**config.mk**
```make
export PLATFORM = sky130hd
export DESIGN_NAME = score_keeper
export DESIGN_NICKNAME = d
export VERILOG_FILES = /design/src/rtl/score_keeper.sv
export SDC_FILE = /design/constraint.sdc
export NUM_CORES = 1
export LEC_CHECK = 0
export BUFFER_PORTS_ARGS = -buffer_cell sky130_fd_sc_hd__buf_2
export CAP_MARGIN = 20
export CORE_ASPECT_RATIO = 1.2
export CORE_MARGIN = 2
export CORE_UTILIZATION = 43
export DETAILED_ROUTE_END_ITERATION = 12
export SLEW_MARGIN = 5
export SYNTH_ARGS = -nofsm -noshare
export SYNTH_HDL_FRONTEND = slang
export SYNTH_SLANG_ARGS = --single-unit
```
**constraint.sdc**
```tcl
create_clock -name Clk -period 5 [get_ports Clk]
set_clock_uncertainty 0.2 [all_clocks]
set_input_delay 1 -clock Clk [delete_from_list [all_inputs] [get_ports Clk]]
set_output_delay 1 -clock Clk [all_outputs]
set_load 0.005 [all_outputs]
```
**src/rtl/score_keeper.sv**
```systemverilog
// score_keeper: judges arrow hits, tracks combo, applies a combo multiplier
// and accumulates a saturating 16-bit score that is shown once per frame.
// Ports: Clk, reset (sync, active-high), frame_clk, song_start, song_end,
//   hit_valid, hit_dist[9:0], miss_valid -> score[15:0], combo[9:0],
//   judgement[2:0], judge_valid, playing.
// Option: define SCORE_ROLLUP_EN to make the shown score count up by at
//   most 64 per frame edge instead of jumping straight to the raw score.
module score_keeper #(
   parameter int PERFECT_WIN = 4,
   parameter int GREAT_WIN   = 10,
   parameter int GOOD_WIN    = 20,
   parameter int MULT_STEP   = 16,
   parameter int MULT_MAX    = 4
) (
   input  logic        Clk,
   input  logic        reset,
   input  logic        frame_clk,
   input  logic        song_start,
   input  logic        song_end,
   input  logic        hit_valid,
   input  logic [9:0]  hit_dist,
   input  logic        miss_valid,
   output logic [15:0] score,
   output logic [9:0]  combo,
   output logic [2:0]  judgement,
   output logic        judge_valid,
   output logic        playing
);

   localparam logic [1:0] S_IDLE   = 2'd0;
   localparam logic [1:0] S_PLAY   = 2'd1;
   localparam logic [1:0] S_RESULT = 2'd2;

   localparam logic [2:0] J_MISS = 3'd5;

   logic [1:0]  state;
   logic [15:0] raw;
   logic [1:0]  pend;
   logic        frame_q;
   logic        s2_valid;
   logic [12:0] s2_add;

   logic        in_play;
   logic        active;
   logic        start;
   logic        do_hit;
   logic        do_miss;
   logic        do_drain;
   logic        frame_rise;
   logic [8:0]  base;
   logic [2:0]  jcode;
   logic [9:0]  step_cnt;
   logic [3:0]  mult;
   logic [12:0] add_nxt;
   logic [16:0] sum;

   assign playing    = (state == S_PLAY);
   assign in_play    = (state == S_PLAY);
   // song_end wins over any event arriving in the same cycle
   assign active     = in_play & ~song_end;
   assign start      = song_start & ~in_play;
   assign do_hit     = active & hit_valid;
   assign do_miss    = active & miss_valid & ~hit_valid;
   // queued misses only drain in otherwise quiet cycles
   assign do_drain   = active & ~hit_valid & ~miss_valid
                     & (pend != 2'd0);
   assign frame_rise = frame_clk & ~frame_q;

   always_comb begin
      base  = 9'd0;
      jcode = 3'd4;
      if (hit_dist <= 10'(PERFECT_WIN)) begin
         base  = 9'd300;
         jcode = 3'd1;
      end else if (hit_dist <= 10'(GREAT_WIN)) begin
         base  = 9'd200;
         jcode = 3'd2;
      end else if (hit_dist <= 10'(GOOD_WIN)) begin
         base  = 9'd100;
         jcode = 3'd3;
      end
   end

   // multiplier uses the combo as it stood before this hit
   always_comb begin
      step_cnt = 10'(combo / 10'(MULT_STEP));
      if (step_cnt >= 10'(MULT_MAX - 1))
         mult = 4'(MULT_MAX);
      else
         mult = 4'(step_cnt) + 4'd1;
   end

   assign add_nxt = 13'(base) * 13'(mult);
   assign sum     = {1'b0, raw} + 17'(s2_add);

   always_ff @(posedge Clk) begin
      if (reset) begin
         state       <= S_IDLE;
         raw         <= '0;
         pend        <= '0;
         frame_q     <= 1'b0;
         s2_valid    <= 1'b0;
         s2_add      <= '0;
         score       <= '0;
         combo       <= '0;
         judgement   <= '0;
         judge_valid <= 1'b0;
      end else begin
         frame_q     <= frame_clk;
         judge_valid <= 1'b0;

`ifdef SCORE_ROLLUP_EN
         if (frame_rise && score < raw) begin
            if (raw - score > 16'd64)
               score <= score + 16'd64;
            else
               score <= raw;
         end
`else
         if (frame_rise)
            score <= raw;
`endif

         if (s2_valid)
            raw <= sum[16] ? 16'hFFFF : sum[15:0];
         s2_valid <= do_hit;
         s2_add   <= add_nxt;

         if (do_hit) begin
            judgement   <= jcode;
            judge_valid <= 1'b1;
            if (base == 9'd0)
               combo <= '0;
            else if (combo != 10'h3FF)
               combo <= combo + 10'd1;
         end else if (do_miss || do_drain) begin
            judgement   <= J_MISS;
            judge_valid <= 1'b1;
            combo       <= '0;
         end

         if (do_hit && miss_valid && pend != 2'd3)
            pend <= pend + 2'd1;
         else if (do_drain)
            pend <= pend - 2'd1;

         unique case (state)
            S_IDLE, S_RESULT: if (song_start) state <= S_PLAY;
            S_PLAY:           if (song_end) state <= S_RESULT;
            default:          state <= S_IDLE;
         endcase

         if (start) begin
            raw      <= '0;
            combo    <= '0;
            pend     <= '0;
            s2_valid <= 1'b0;
`ifdef SCORE_ROLLUP_EN
            score    <= '0;
`endif
         end
      end
   end

endmodule

```
==> run_summary.xml <==
<?xml version="1.0" encoding="UTF-8"?>
<metrics>
  <group name="critical_path">
    <metric name="worst_setup_path_startpoint" unit="">hit_dist[9]</metric>
    <metric name="path_class" unit="">in -&gt; reg</metric>
    <metric name="crit_arrival" unit="ns">4.48</metric>
    <metric name="worstRegToRegCells" unit="">16</metric>
    <metric name="crit_chain" unit="">buf_2, or4_4, nor3_2, o21ai_1, o21ai_2, nor2_1, ha_1, inv_1, fa_1, inv_1, ha_1, a21o_1, a21oi_1, o21ai_0, o41ai_1, xor2_1, nor2_1</metric>
    <metric name="worst-path-stages" unit="">17</metric>
    <metric name="ff2ff_setup_slack" unit="ns">0.77</metric>
    <metric name="endpoint" unit="">s2_add[12]$_SDFF_PP0_</metric>
    <metric name="critical_path.max_fanout" unit="">5</metric>
    <metric name="slowest_delay" unit="ns">0.55</metric>
    <metric name="timing.rr.end" unit="">s2_add[12]$_SDFF_PP0_</metric>
    <metric name="crit_path_top_delay_cell" unit="">or4_4</metric>
    <metric name="data_required_time_at_the_worst_endpoint" unit="ns">5.02</metric>
    <metric name="cp-start-kind" unit="">input pin</metric>
    <metric name="kind_of_capture_point_of_the_worst_setup_path" unit="">flop</metric>
    <metric name="timing.critical_path.max_delay_family" unit="">compound AO/OA/AOI/OAI gates</metric>
    <metric name="worst_r2r_startpoint" unit="">combo[4]$_SDFFE_PP0P_</metric>
    <metric name="critPathBufInv" unit="">3</metric>
  </group>
  <group name="clock_tree">
    <metric name="cts_root_buf" unit="">clkbuf_8</metric>
    <metric name="number_of_buffers_created_by_cts" unit="">9</metric>
    <metric name="cts.sink_count" unit="">61</metric>
    <metric name="cts.repair_timing.setup_buffer_count" unit="">0</metric>
    <metric name="clk_latency" unit="ns">0.34</metric>
    <metric name="longest_clk_path_bufs" unit="">2</metric>
    <metric name="htree_num_levels" unit="">3</metric>
    <metric name="clk_transition_reported_paths" unit="ns">0.07</metric>
    <metric name="cts.hold.buffers_added" unit="">0</metric>
    <metric name="tritoncts_clock_tree" unit="">done</metric>
    <metric name="post_cts_resize_count" unit="">0</metric>
  </group>
  <group name="layout">
    <metric name="final-seq-area" unit="um2">1220</metric>
    <metric name="layoutNonFillerInstCount" unit="">558</metric>
    <metric name="nFillCells" unit="">806</metric>
    <metric name="drive_above_1_share" unit="%">17.5</metric>
    <metric name="area_delta_synth_final" unit="%">13.6</metric>
    <metric name="area_of_the_multi_input_gates" unit="um2">2130</metric>
    <metric name="insertedDiodeCount" unit="">0</metric>
    <metric name="layout.nets" unit="">512</metric>
    <metric name="postLayoutCoreUtil" unit="%">49.7</metric>
  </group>
  <group name="logic_synthesis">
    <metric name="yosysWarnings" unit="">0</metric>
    <metric name="yosysTopAreaCell" unit="">dfxtp_1</metric>
    <metric name="ys_seq_area_share" unit="%">34.8</metric>
    <metric name="post_synth_most_frequent_cells" unit="">dfxtp_1 (61), nor2_1 (48), nand2_1 (46)</metric>
    <metric name="synth-main-ff-cell" unit="">dfxtp_1</metric>
    <metric name="synth-async-reset-ratio" unit="%">0</metric>
    <metric name="post_synth_inst_count" unit="">408</metric>
    <metric name="synth-edff-count" unit="">0</metric>
    <metric name="synth_most_common_cell" unit="">dfxtp_1</metric>
    <metric name="synthesis_stage_register_bit_count" unit="">61</metric>
    <metric name="post_synth_num_cell_types" unit="">53</metric>
    <metric name="post-synth-top-area-fraction" unit="%">34.8</metric>
    <metric name="postSynthAreaPerCell" unit="um2">8.59</metric>
    <metric name="synth.area.top_cells" unit="">dfxtp_1 (35%), ha_1 (11%), nor2_1 (5.1%)</metric>
    <metric name="syn_area" unit="um2">3510</metric>
  </group>
  <group name="timing">
    <metric name="timing.final.setup_violations" unit="">0</metric>
    <metric name="tightest_slew" unit="ns">0.973</metric>
    <metric name="layout_setup_ws" unit="ns">0.533</metric>
    <metric name="max_clock_freq" unit="MHz">224</metric>
    <metric name="hold_slack" unit="ns">0.250</metric>
    <metric name="final.setup.tns" unit="ns">0</metric>
    <metric name="unrepaired_setup_endpoints_after_global_routing" unit="">false</metric>
    <metric name="maxSlewHeadroom" unit="%">35.0</metric>
    <metric name="finalWorstPathRequiredPeriod" unit="ns">4.47</metric>
    <metric name="period_share" unit="%">89.3</metric>
    <metric name="final_max_slew_viols" unit="">0</metric>
    <metric name="finalHoldViolCount" unit="">0</metric>
  </group>
  <group name="routing">
    <metric name="routed_wire_length_per_instance" unit="um">12.2</metric>
    <metric name="router_iterations_before_antenna_repair" unit="">6</metric>
    <metric name="drtIter0Drc" unit="">107</metric>
    <metric name="antenna_violating_nets_post_route" unit="">0</metric>
    <metric name="detail_route.wirelength" unit="mm">6.79</metric>
    <metric name="vias" unit="">2838</metric>
    <metric name="detail_route.vias_per_cell" unit="">5.09</metric>
    <metric name="drt_drc_violations_left" unit="">0</metric>
  </group>
  <group name="power_and_ir_drop">
    <metric name="worst_ir_drop_vdd" unit="mV">0.113</metric>
    <metric name="power.static_leakage" unit="nW">1.72</metric>
    <metric name="power_density" unit="nW/um2">238</metric>
  </group>
  <group name="place">
    <metric name="place_hpwl" unit="mm">5.26</metric>
    <metric name="gpl.final_weighted_congestion" unit="">0.877</metric>
    <metric name="port-buffer-count" unit="">47</metric>
    <metric name="count_of_placed_standard_cells_including_taps" unit="">542</metric>
    <metric name="post-place-ws" unit="ns">0.160</metric>
  </group>
  <group name="floorplanning">
    <metric name="number_of_top_level_design_ports" unit="">48</metric>
    <metric name="floorplan.rows" unit="">36</metric>
    <metric name="die_height" unit="um">103</metric>
    <metric name="die-width" unit="um">86.4</metric>
    <metric name="coreArea" unit="um2">8020</metric>
    <metric name="die_area" unit="um2">8890</metric>
    <metric name="floorplan.initialDensity" unit="%">43.7</metric>
  </group>
  <group name="grt">
    <metric name="grt_usage" unit="%">16.7</metric>
    <metric name="grt_antenna_before_repair" unit="">0</metric>
    <metric name="first_global_vias" unit="">2687</metric>
    <metric name="grt_first_pass_wirelength" unit="mm">11.8</metric>
    <metric name="gr-total-overflow" unit="">0</metric>
    <metric name="grt_start_max_net_pins" unit="">36</metric>
  </group>
  <group name="status">
    <metric name="status" unit="">completed</metric>
  </group>
  <group name="hold_path">
    <metric name="hold_class" unit="">reg -&gt; reg</metric>
  </group>
  <group name="run">
    <metric name="max_cap_viol_count" unit="">0</metric>
  </group>
</metrics>
==> layout by cell type, fill, tap and decap left out, types with 2 or more instances in the layout <==
cell        synthesis  routed
a22oi_1             2       2
conb_1              2       6
xnor2_1             6       6
fa_1                7       7
xor2_1             18      18
o21a_1              3       3
and2_1              6       6
nor3_1              5       5
buf_2               1      47
clkinvlp_4          0       4
inv_1              26      26
a211oi_1            3       3
a31oi_1             9       9
o2111ai_1           4       4
o21ai_0            21      21
a21o_1              5       5
nor2b_1             9       9
clkbuf_8            0       9
ha_1               30      30
nand4_1             2       2
dfxtp_1            61      61
a311oi_1            7       7
clkinv_2            0       2
nor2_1             48      48
nand3_1             5       5
a21oi_1            33      33
o211ai_1            5       5
or2_4               2       2
nand2_1            46      46
nand2b_1            6       6
or4_4               2       2
==> power by group <==
part / switching, mW / internal, mW / leakage (nW)
Sequential: 0.00403 / 0.492 / 0.494
Combinational: 0.0443 / 0.0263 / 1.16
Clock: 0.204 / 0.178 / 0.0743
Total: 0.253 / 0.696 / 1.72
==> worst register-to-register path: cells and delay by family (launching register included) <==
kind	cells	cell delay (ns)
adders and majority gates	4	1.25
and+or+nand+nor	5	1.14
AOI/OAI and AO/OA	4	0.86
DFF	1	0.38
xor gates and xnor gates	1	0.18
buffers and inverters	2	0.09
==> state kept, by name, indices dropped and copies added (netlist names) <==
signal / flops
s2_valid: 1
judgement: 3
state: 2
frame_q: 1
score: 15
pend: 2
combo: 10
s2_add: 11
raw: 15
judge_valid: 1
==> area by class of cell <==
class,instances,area share [%]
Sequential cell,61,30.7
Clock buffer,10,3.21
Inverter,26,2.45
Tap cell,95,2.99
Multi-Input combinational cell,312,53.6
Clock inverter,6,1.01
Timing Repair Buffer,48,6.10
==> logic make-up after synthesis <==
logic type | Yosys count | synth area share (%)
flops | 61 | 34.8
compound gates | 103 | 19.4
simple gates | 142 | 20.1
buf+inv | 39 | 4.75
fa+ha+maj | 37 | 14.7
other cells | 2 | 0.214
xor+xnor | 24 | 6.00
==> how the worst min path moves through the flow <==
stage | start | endpoint | cells past startpoint
after floorplan | raw[1]$_SDFFE_PP0P_ | score[1]$_SDFFE_PP0P_ | 2
after global placement | score[12]$_SDFFE_PP0P_ | score[12]$_SDFFE_PP0P_ | 2
after detailed placement | score[11]$_SDFFE_PP0P_ | score[11]$_SDFFE_PP0P_ | 2
after CTS | score[10]$_SDFFE_PP0P_ | score[10]$_SDFFE_PP0P_ | 2
after global routing | score[5]$_SDFFE_PP0P_ | score[5]$_SDFFE_PP0P_ | 2
final | score[10]$_SDFFE_PP0P_ | score[10]$_SDFFE_PP0P_ | 2
==> layer usage <==
layer | global-route usage (%) | vias to the layer above | share of wire (%)
met1 | 20.3 | 1273 | 47
met5 | 0 | - | 0
li1 | - | 1505 | -
met3 | 3.84 | 10 | 3.2
met2 | 28.8 | 50 | 48
met4 | 6.13 | 0 | 1.5
==> per-stage QoR <==
stage               instance area [um2]  power (mW)
floorplan                          3520       0.557
global placement                   3810       0.578
detailed placement                 3810       0.579
CTS                                3980       0.963
global route                       3980       0.993
finish                             3980       0.949
(Power assumes the default switching activity.)
